**config.mk**
```make
export PLATFORM = sky130hd
export DESIGN_NAME = prog_loader
export DESIGN_NICKNAME = d
export VERILOG_FILES = /design/src/rtl/prog_loader.sv
export SDC_FILE = /design/constraint.sdc
export NUM_CORES = 1
export LEC_CHECK = 0
export BUFFER_PORTS_ARGS = -buffer_cell sky130_fd_sc_hd__buf_2
export CORE_MARGIN = 4
export CORE_UTILIZATION = 61
export CTS_BUF_LIST = sky130_fd_sc_hd__clkbuf_16
export CTS_CLUSTER_DIAMETER = 60
export DETAILED_ROUTE_END_ITERATION = 10
export PLACE_DENSITY = 0.93
export SLEW_MARGIN = 0
export SYNTH_ARGS = -nofsm -noshare
export SYNTH_HDL_FRONTEND = slang
export SYNTH_SLANG_ARGS = --single-unit
```
**constraint.sdc**
```tcl
create_clock -name clk -period 2.7 [get_ports clk]
set_input_delay 0.27 -clock clk [delete_from_list [all_inputs] [get_ports clk]]
set_output_delay 0.27 -clock clk [all_outputs]
set_load 0.005 [all_outputs]
```
**src/rtl/prog_loader.sv**
```systemverilog
`timescale 1ns/1ps
`default_nettype none
// ============================================================================
// Module      : prog_loader
// Description : Program loader. Receives a byte stream made of a header byte N
//               followed by N little-endian 32-bit words (N = 0 means 128
//               words). For each word it first presents the word address on
//               the shared WriteData bus with the XED strobe, then presents the
//               assembled word with the MemWrite strobe. While a session is
//               active the processor is held off memory via core_hold and the
//               external select lines.
//
//               Optional feature (compile-time macro LOADER_CHECKSUM_EN):
//               one trailing checksum byte is accepted after the last word.
//               err is set when it differs from the XOR of the header and all
//               data bytes. Without the macro there is no checksum state and
//               err is tied low.
//
// Parameters  : Width     - memory data width (at least 32)
//               ADDR_W    - word-address width
//               BASE_WORD - first word address written in every session
//
// Ports       : clk        in   clock, rising edge
//               reset      in   asynchronous reset, active low
//               start      in   begin a session (only looked at in IDLE)
//               s_valid    in   byte-stream valid
//               s_data     in   byte-stream data [7:0]
//               s_ready    out  byte-stream ready
//               IED        out  external write-data select
//               IEA        out  external address select
//               XWE        out  external write-enable select
//               XED        out  address-register load strobe (WriteData[8:2])
//               WriteData  out  shared address/data bus [Width-1:0]
//               MemWrite   out  memory write strobe
//               core_hold  out  processor hold while a session is active
//               busy       out  high in every state except IDLE
//               done       out  one-cycle completion pulse
//               err        out  checksum error flag
//
// Revision    : 1.0 - initial release
// ============================================================================
module prog_loader #(
    parameter int Width     = 32,
    parameter int ADDR_W    = 7,
    parameter int BASE_WORD = 0
) (
    input  logic             clk,
    input  logic             reset,
    input  logic             start,
    input  logic             s_valid,
    input  logic [7:0]       s_data,
    output logic             s_ready,
    output logic             IED,
    output logic             IEA,
    output logic             XWE,
    output logic             XED,
    output logic [Width-1:0] WriteData,
    output logic             MemWrite,
    output logic             core_hold,
    output logic             busy,
    output logic             done,
    output logic             err
);

    // ------------------------------------------------------------------------
    // Constants
    // ------------------------------------------------------------------------
    localparam int                CNT_W      = 9;
    localparam logic [CNT_W-1:0]  FULL_COUNT = 9'd128;  // header value 0
    localparam logic [ADDR_W-1:0] BASE_ADDR  = ADDR_W'(BASE_WORD);

    localparam logic [2:0] S_IDLE    = 3'd0;
    localparam logic [2:0] S_HDR     = 3'd1;
    localparam logic [2:0] S_COLLECT = 3'd2;
    localparam logic [2:0] S_ADDR    = 3'd3;
    localparam logic [2:0] S_WRITE   = 3'd4;
`ifdef LOADER_CHECKSUM_EN
    localparam logic [2:0] S_CHK     = 3'd5;
`endif
    localparam logic [2:0] S_DONE    = 3'd6;

    // State that follows the final WRITE of a session.
`ifdef LOADER_CHECKSUM_EN
    localparam logic [2:0] S_AFTER_LAST = S_CHK;
`else
    localparam logic [2:0] S_AFTER_LAST = S_DONE;
`endif

    // ------------------------------------------------------------------------
    // Registers and next-state values
    // ------------------------------------------------------------------------
    logic [2:0]        state_q,    state_d;
    logic              rel_q;                    // set one edge after reset release
    logic [1:0]        byte_idx_q, byte_idx_d;
    logic [CNT_W-1:0]  remain_q,   remain_d;
    logic [31:0]       word_q,     word_d;
    logic [ADDR_W-1:0] addr_q,     addr_d;
    logic [Width-1:0]  wd_q,       wd_d;
`ifdef LOADER_CHECKSUM_EN
    logic [7:0]        csum_q,     csum_d;
    logic              err_q,      err_d;
`endif

    // Output-decode wires
    logic              w_active;
    logic              w_ready;
    logic              w_xed;
    logic              w_mw;
    logic              w_done;
    logic [Width-1:0]  w_wdata;
    logic              w_start_ok;

    // The first edge after reset release only arms rel_q; start is therefore
    // first honoured on the second edge.
    assign w_start_ok = start & rel_q;

    // ------------------------------------------------------------------------
    // FSM: state register
    // ------------------------------------------------------------------------
    always_ff @(posedge clk or negedge reset) begin
        if (!reset) begin
            state_q <= S_IDLE;
        end else begin
            state_q <= state_d;
        end
    end

    // ------------------------------------------------------------------------
    // FSM: next-state logic
    // ------------------------------------------------------------------------
    always_comb begin
        state_d = state_q;
        case (state_q)
            S_IDLE: begin
                if (w_start_ok) begin
                    state_d = S_HDR;
                end
            end
            S_HDR: begin
                if (s_valid) begin
                    state_d = S_COLLECT;
                end
            end
            S_COLLECT: begin
                if (s_valid && (byte_idx_q == 2'd3)) begin
                    state_d = S_ADDR;
                end
            end
            S_ADDR: begin
                state_d = S_WRITE;
            end
            S_WRITE: begin
                // remain_q still counts the word being written this cycle.
                if (remain_q == CNT_W'(1)) begin
                    state_d = S_AFTER_LAST;
                end else begin
                    state_d = S_COLLECT;
                end
            end
`ifdef LOADER_CHECKSUM_EN
            S_CHK: begin
                if (s_valid) begin
                    state_d = S_DONE;
                end
            end
`endif
            S_DONE: begin
                state_d = S_IDLE;
            end
            default: begin
                state_d = S_IDLE;
            end
        endcase
    end

    // ------------------------------------------------------------------------
    // FSM: output decode
    // ------------------------------------------------------------------------
    always_comb begin
        w_active = (state_q != S_IDLE);
        w_ready  = 1'b0;
        w_xed    = 1'b0;
        w_mw     = 1'b0;
        w_done   = 1'b0;
        w_wdata  = wd_q;             // bus holds its last driven value
        case (state_q)
            S_HDR,
            S_COLLECT: begin
                w_ready = 1'b1;
            end
`ifdef LOADER_CHECKSUM_EN
            S_CHK: begin
                w_ready = 1'b1;
            end
`endif
            S_ADDR: begin
                // Byte address of the word: the address register takes [8:2].
                w_xed   = 1'b1;
                w_wdata = Width'({addr_q, 2'b00});
            end
            S_WRITE: begin
                w_mw    = 1'b1;
                w_wdata = Width'(word_q);
            end
            S_DONE: begin
                w_done = 1'b1;
            end
            default: begin
            end
        endcase
    end

    assign s_ready   = w_ready;
    assign IED       = w_active;
    assign IEA       = w_active;
    assign XWE       = w_active;
    assign core_hold = w_active;
    assign busy      = w_active;
    assign XED       = w_xed;
    assign MemWrite  = w_mw;
    assign done      = w_done;
    assign WriteData = w_wdata;

    // ------------------------------------------------------------------------
    // Datapath: next-state values
    // ------------------------------------------------------------------------
    always_comb begin
        byte_idx_d = byte_idx_q;
        remain_d   = remain_q;
        word_d     = word_q;
        addr_d     = addr_q;
        wd_d       = w_wdata;        // capture whatever is on the bus
`ifdef LOADER_CHECKSUM_EN
        csum_d     = csum_q;
        err_d      = err_q;
`endif
        case (state_q)
            S_IDLE: begin
                if (w_start_ok) begin
                    addr_d     = BASE_ADDR;
                    byte_idx_d = 2'd0;
`ifdef LOADER_CHECKSUM_EN
                    csum_d     = 8'h00;
                    err_d      = 1'b0;
`endif
                end
            end
            S_HDR: begin
                if (s_valid) begin
                    remain_d = (s_data == 8'h00) ? FULL_COUNT : CNT_W'(s_data);
`ifdef LOADER_CHECKSUM_EN
                    csum_d   = s_data;
`endif
                end
            end
            S_COLLECT: begin
                if (s_valid) begin
                    // Little-endian assembly: lane byte_idx receives the byte.
                    word_d[{byte_idx_q, 3'b000} +: 8] = s_data;
                    byte_idx_d = byte_idx_q + 2'd1;   // wraps to lane 0
`ifdef LOADER_CHECKSUM_EN
                    csum_d     = csum_q ^ s_data;
`endif
                end
            end
            S_WRITE: begin
                remain_d = remain_q - CNT_W'(1);
                addr_d   = addr_q + ADDR_W'(1);       // modulo 2^ADDR_W
            end
`ifdef LOADER_CHECKSUM_EN
            S_CHK: begin
                if (s_valid) begin
                    err_d = (s_data != csum_q);
                end
            end
`endif
            default: begin
            end
        endcase
    end

    // ------------------------------------------------------------------------
    // Datapath registers
    // ------------------------------------------------------------------------
    always_ff @(posedge clk or negedge reset) begin
        if (!reset) begin
            rel_q      <= 1'b0;
            byte_idx_q <= 2'd0;
            remain_q   <= '0;
            word_q     <= 32'h0;
            addr_q     <= BASE_ADDR;
            wd_q       <= '0;
`ifdef LOADER_CHECKSUM_EN
            csum_q     <= 8'h00;
            err_q      <= 1'b0;
`endif
        end else begin
            rel_q      <= 1'b1;
            byte_idx_q <= byte_idx_d;
            remain_q   <= remain_d;
            word_q     <= word_d;
            addr_q     <= addr_d;
            wd_q       <= wd_d;
`ifdef LOADER_CHECKSUM_EN
            csum_q     <= csum_d;
            err_q      <= err_d;
`endif
        end
    end

`ifdef LOADER_CHECKSUM_EN
    assign err = err_q;
`else
    assign err = 1'b0;
`endif

endmodule

`default_nettype wire

```
Word-level counts from Yosys, hierarchy flattened

Cells that the tools add are included.

Add/sub/neg operators: 4
Multipliers: 0
Div/mod/pow operators: 0
Magnitude comparators: 0
Equal/unequal tests: 11
Shift-type cells: 2
Multiplexer cells: 19
Bitwise gates (word level): 1
Reduce and logical (&&, ||, !) cells: 13

Operators by type and width:

| kind                                                  | number |
|---|---|
| one-hot mux 32 bit (2 select lines)                   | 1 |
| bitwise mux 32 bit                                    | 1 |
| variable shift 8 x 7 -> 32 bit (first input constant) | 1 |
| variable part select 8 x 7 -> 32 bit                  | 1 |
| one-hot mux 9 bit (2 select lines)                    | 1 |
| one-hot mux 3 bit (5 select lines)                    | 1 |
| one-hot mux 7 bit (2 select lines)                    | 1 |
| 2-to-1 mux 3 bit                                      | 4 |
| == test 9 x 1 -> 1 bit (second input constant)        | 1 |
| 2-to-1 mux 9 bit                                      | 1 |
| subtractor 9 x 1 -> 9 bit (second input constant)     | 1 |
| logical NOT 8 bit                                     | 1 |
| 2-to-1 mux 8 bit                                      | 1 |
| != test 2 bit (second input constant)                 | 4 |
| adder 7 x 1 -> 7 bit (second input constant)          | 1 |
| 2-to-1 mux 7 bit                                      | 1 |
| negator 5 -> 7 bit                                    | 1 |
| == test 3 x 2 -> 1 bit (second input constant)        | 2 |
| == test 3 bit (second input constant)                 | 2 |
| AND reduction 2 bit                                   | 3 |
| AND reduction 3 bit                                   | 2 |
| nonzero test 2 bit                                    | 3 |
| 2-to-1 mux 1 bit                                      | 4 |
| 2-to-1 mux 2 bit                                      | 2 |
| other kinds (9)                                       | 9 |

Flip-flop bits (word level): 86
Bits in latches: 0
Memory bits (writable): 0
ROM bits: 0
Bits of input ports: 12
Memories: 0

Logic depth before layout (Yosys ltp)

Depth after elaboration: 4
Mapped depth: 7
Depth with buffers taken out: 6

Worst setup path before layout

OpenSTA, ideal clock, no wires.

Path kind: reg2reg
Start point: register byte_idx_q[0]
End point: register word_q[0]
Library setup time: 0.083 ns
Arrival: 1.618 ns
Required time: 2.617 ns
Slack: 0.999 ns
Cell stages (with the launch flop): 6
Buffers on the path: 0
Path through: dfrtp_1 -> inv_1 -> ha_1 -> nor3b_1 -> nand2_1 -> o21ai_0

Word-level cells in the longest chain between the ends: 3
Elaborated cells between the ends (all ways): 4
Classes of those cells: add/sub (1); shift (2); mux (1)

RTL lines:

| element                                                                                | RTL line | text |
|---|---|---|
| from (decl)                                                                            | 94       | `logic [1:0] byte_idx_q, byte_idx_d;` |
| from (signal assigned)                                                                 | 299      | `byte_idx_q <= byte_idx_d;` |
| negator 5 -> 7 bit *                                                                   | 259      | `word_d[{byte_idx_q, 3'b000} +: 8] = s_data;` |
| variable part select 8 x 7 -> 32 bit or variable shift 8 x 7 -> 32 bit (tied branches) | 259      |  |
| bitwise mux 32 bit *                                                                   | 259      |  |
| to (signal assigned)                                                                   | 301      | `word_q <= word_d;` |
| to (decl)                                                                              | 96       | `logic [31:0] word_q, word_d;` |

Every way passes the cells marked *; elsewhere a longest branch is shown, timed or not.
A chain may end at the register's enable or synchronous reset.

Worst setup path in the final report

Start point: register state_q[0]
End point: output port WriteData[30]

Word-level cells in the longest chain between the ends: 2
Elaborated cells between the ends (all ways): 3
Classes of those cells: eq/ne (2); mux (1)

RTL lines:

| element                                                 | RTL line | text |
|---|---|---|
| from (decl)                                             | 92       | `logic [2:0] state_q, state_d;` |
| from (signal assigned)                                  | 124      | `state_q <= state_d;` |
| == test 3 bit or == test 3 x 2 -> 1 bit (tied branches) | 186      | `case (state_q)` |
| one-hot mux 32 bit (2 select lines) *                   | 186      |  |
| to (decl)                                               | 57       | `output logic [Width-1:0] WriteData,` |

Marked as above.

==> results by group <==
Setup path
  • Crit Path Max Fanout: 45
  • Worst setup SP type: flip-flop
  • Nature of the critical path endpoint: output port
  • Req. time, crit path: between 2000 and 2500 ps
  • Data arrival, critical path: 2220 ps
  • Crit Path Class: reg -> out

Floorplan
  • Row count: 28
  • Ports: between 50 and 60
  • Die area: ~7500 um^2
  • Core area: 5956 um^2
  • Initial Util: a little over three fifths
  • Die Wd: 86.38 um
  • Die height: 86.38 um

Status
  • Status: complete, no violations

STA
  • Fin Clk Skew: between 5 and 6 ps
  • Setup TNS: 0 ps
  • Slew @ Worst Pin: 1041 ps
  • Final Max Slew Viols: 0
  • Fin crit period: 2494 ps
  • RSZ-0062 raised after global routing: no
  • F_max: around 400 MHz
  • Endpoints failing hold: 0
  • Slack of the critical path: 205.8 ps
  • Slew headroom: 30.57%
  • Final setup viols: 0
  • Final hold slack: 125.3 ps
  • Final Cycle Share: between 90% and 100%

Clocking
  • Clock Latency Late Sink: between 300 and 400 ps
  • TritonCTS Buffers: 9
  • Clock tree from TritonCTS: built
  • Root Driver: clkbuf_16
  • Bufs on Longest Clock Path: 2
  • Hold buffer count at CTS: 0
  • Reg clk slew, reported paths: 60 ps
  • H-tree Lvls: 3
  • CTS sink count: 86

Logic synthesis
  • Area leader, netlist: dfrtp_1
  • Synth Area in Simple Gates: 17.63%
  • XOR/XNOR share of the synthesized area: 0%
  • Cell Area, Synth: 3747 um^2
  • Avg Inst Size Synth: 10.21 um^2
  • Mux share of post-synthesis cell area: 0.8013%
  • Syn Inst Count: 367
  • Post-Synth Adder-Cell Area: 2.671%
  • Largest family of logic cells by synthesized area: simple AND/OR/NAND/NOR gates
  • Register area share after synthesis: 57.43%
  • Synth top area share: 57.43%
  • Yosys Warn Count: 0
  • Synthesis-stage register bit count: 86
  • Syn nets: 387
  • Compound-cell area share of the yosys netlist: about 17%
  • Most area-consuming cells after synthesis: dfrtp_1 57%, nand2_1 10%, a22o_1 6.3%
  • Unique masters post-synth: between 40 and 50

Route
  • DR vias: 3,068
  • TritonRoute pass-1 iters: 6
  • Routed Antenna Nets: 0
  • Routed WL: a little under 9000 um
  • Drt drc: 0
  • DR WL/cell: 17.80 um
  • DRT iter0 DRCs: 262
  • Via density: 6.198

Global routing
  • Vias in the first global route: between 2k and 3k
  • Largest net degree at the start of global routing: 87
  • Initial antenna violation count: 0
  • GR Util All Layers: 24.78%
  • Global-route wire length before repair: 14,300 um
  • Gr ovfl total: 0

Run
  • Max-cap violations: 0

Layout
  • Layout Utilization: 72.61%
  • Nets: 436
  • P&R area growth vs syn: 15.39%
  • Number of diodes: 0
  • Final Instance Area: 4324 um^2
  • Non-Filler Instances: between 400 and 500
  • Ratio of cells with drive above 1 in the final layout: between 15 and 20%

Placed design
  • Place WS: between 400 and 500 ps
  • IO buf count: between 50 and 60
  • DP HPWL: 5502 um
  • Placed cell count: 480
  • Placed Area: 4034 um^2
  • Gp weighted congestion: 0.7849

Power
  • Max IR drop VDD: 0.0006815 V
  • Power Density: 1061 nW/um^2
  • Leakage: 2.137 nW
  • Final total power: 4.589 mW

Worst hold path
  • Worst Hold Class: in -> async
==> worst max-delay path: stages (launching register included) <==
cell and delay [ps]:
dfrtp_1 460, or3b_4 510, clkinv_8 180, nor2_2 60, buf_4 230, a22o_1 260, buf_2 140
==> cell usage after synthesis (all sizes together) <==
master / instances
nand2: 102
dfrtp: 86
o21ai: 40
a22o: 27
buf: 19
nor2: 10
ha: 8
nand3: 8
a22oi: 7
inv: 6
a21oi: 4
nor3: 4
nor3b: 4
clkbuf: 3
mux2i: 3
nand4: 3
nor2b: 3
a211oi: 2
a221o: 2
a311oi: 2
and2: 2
conb: 2
nand3b: 2
nor4: 2
o311ai: 2
a21o: 1
a31o: 1
and3: 1
and3b: 1
and4: 1
and4bb: 1
clkinv: 1
nand4b: 1
nor4bb: 1
o211ai: 1
o21ba: 1
o22ai: 1
or3: 1
or3b: 1
==> logic make-up (layout without fill, tap and decap cells) <==
family,Yosys count,in the layout
buffers and inverters,29,82
AOI/OAI and AO/OA,91,91
and+or+nand+nor,148,148
muxes,3,3
DFF,86,86
adders and majority gates,8,8
other,2,2
==> cell usage in the layout (no fill, tap or decap), drive strengths merged, types with 2 or more instances in the layout <==
cell | Yosys | final
a22o | 27 | 27
nor3 | 4 | 4
nor4 | 2 | 2
nand2 | 102 | 102
a311oi | 2 | 2
and2 | 2 | 2
buf | 19 | 60
a22oi | 7 | 7
nand4 | 3 | 3
dfrtp | 86 | 86
nor2 | 10 | 10
nor3b | 4 | 4
o311ai | 2 | 2
nor2b | 3 | 3
clkinv | 1 | 3
clkinvlp | 0 | 2
clkbuf | 3 | 9
a211oi | 2 | 2
ha | 8 | 8
o21ai | 40 | 40
conb | 2 | 2
a21oi | 4 | 4
a221o | 2 | 2
mux2i | 3 | 3
inv | 6 | 7
nand3 | 8 | 8
nand3b | 2 | 2
==> flip-flops by register name, summed over array words and instances (netlist names) <==
signal,count
remain_q,9
wd_q,32
state_q,3
word_q,32
addr_q,7
byte_idx_q,2
rel_q,1
==> what timing repair did <==
item	4_1_cts	5_1_grt
setup endpoints to repair	0	5
setup buffers	0	0
gates resized for setup	0	1
==> power by group <==
group          internal (mW)  switching (mW)  total (mW)
logic                  0.586           0.797        1.38
clock network          0.710           0.494        1.20
registers               1.71           0.295        2.00
==> final timing paths <==
path	start	end	slack (ps)	cells past startpoint
setup reg to reg	state_q[0]	remain_q[5]	810	5
setup / recovery	state_q[0]	WriteData[30]	210	6
hold / removal	reset	wd_q[5]	130	1
min in group clk	s_data[7]	word_q[23]	260	3
hold reg to reg	wd_q[4]	wd_q[4]	480	2
max in group asynchronous	reset	wd_q[17]	1920	1
==> layout make-up <==
type / instances / area (um^2)
well taps: 75 / 93.84
clock inverters: 6 / 62.56
inverters: 7 / 38.79
fillers: 407 / 1632
flip-flops and latches: 86 / 2152
multi-input cells: 252 / 1429
clock buffers: 9 / 225.2
repair buffers: 60 / 322.8
==> metal layers <==
| layer | part of all wire, % | wire length, um | global-route usage (%) |
|---|---|---|---|
| met5 | 0 | 0 | 0 |
| met4 | 2.3 | 205 | 8.782 |
| met2 | 50 | 4384 | 41.45 |
| met1 | 40 | 3521 | 31.10 |
| met3 | 8.0 | 702 | 6.654 |
Note: power is estimated with default switching activity, not from simulation.
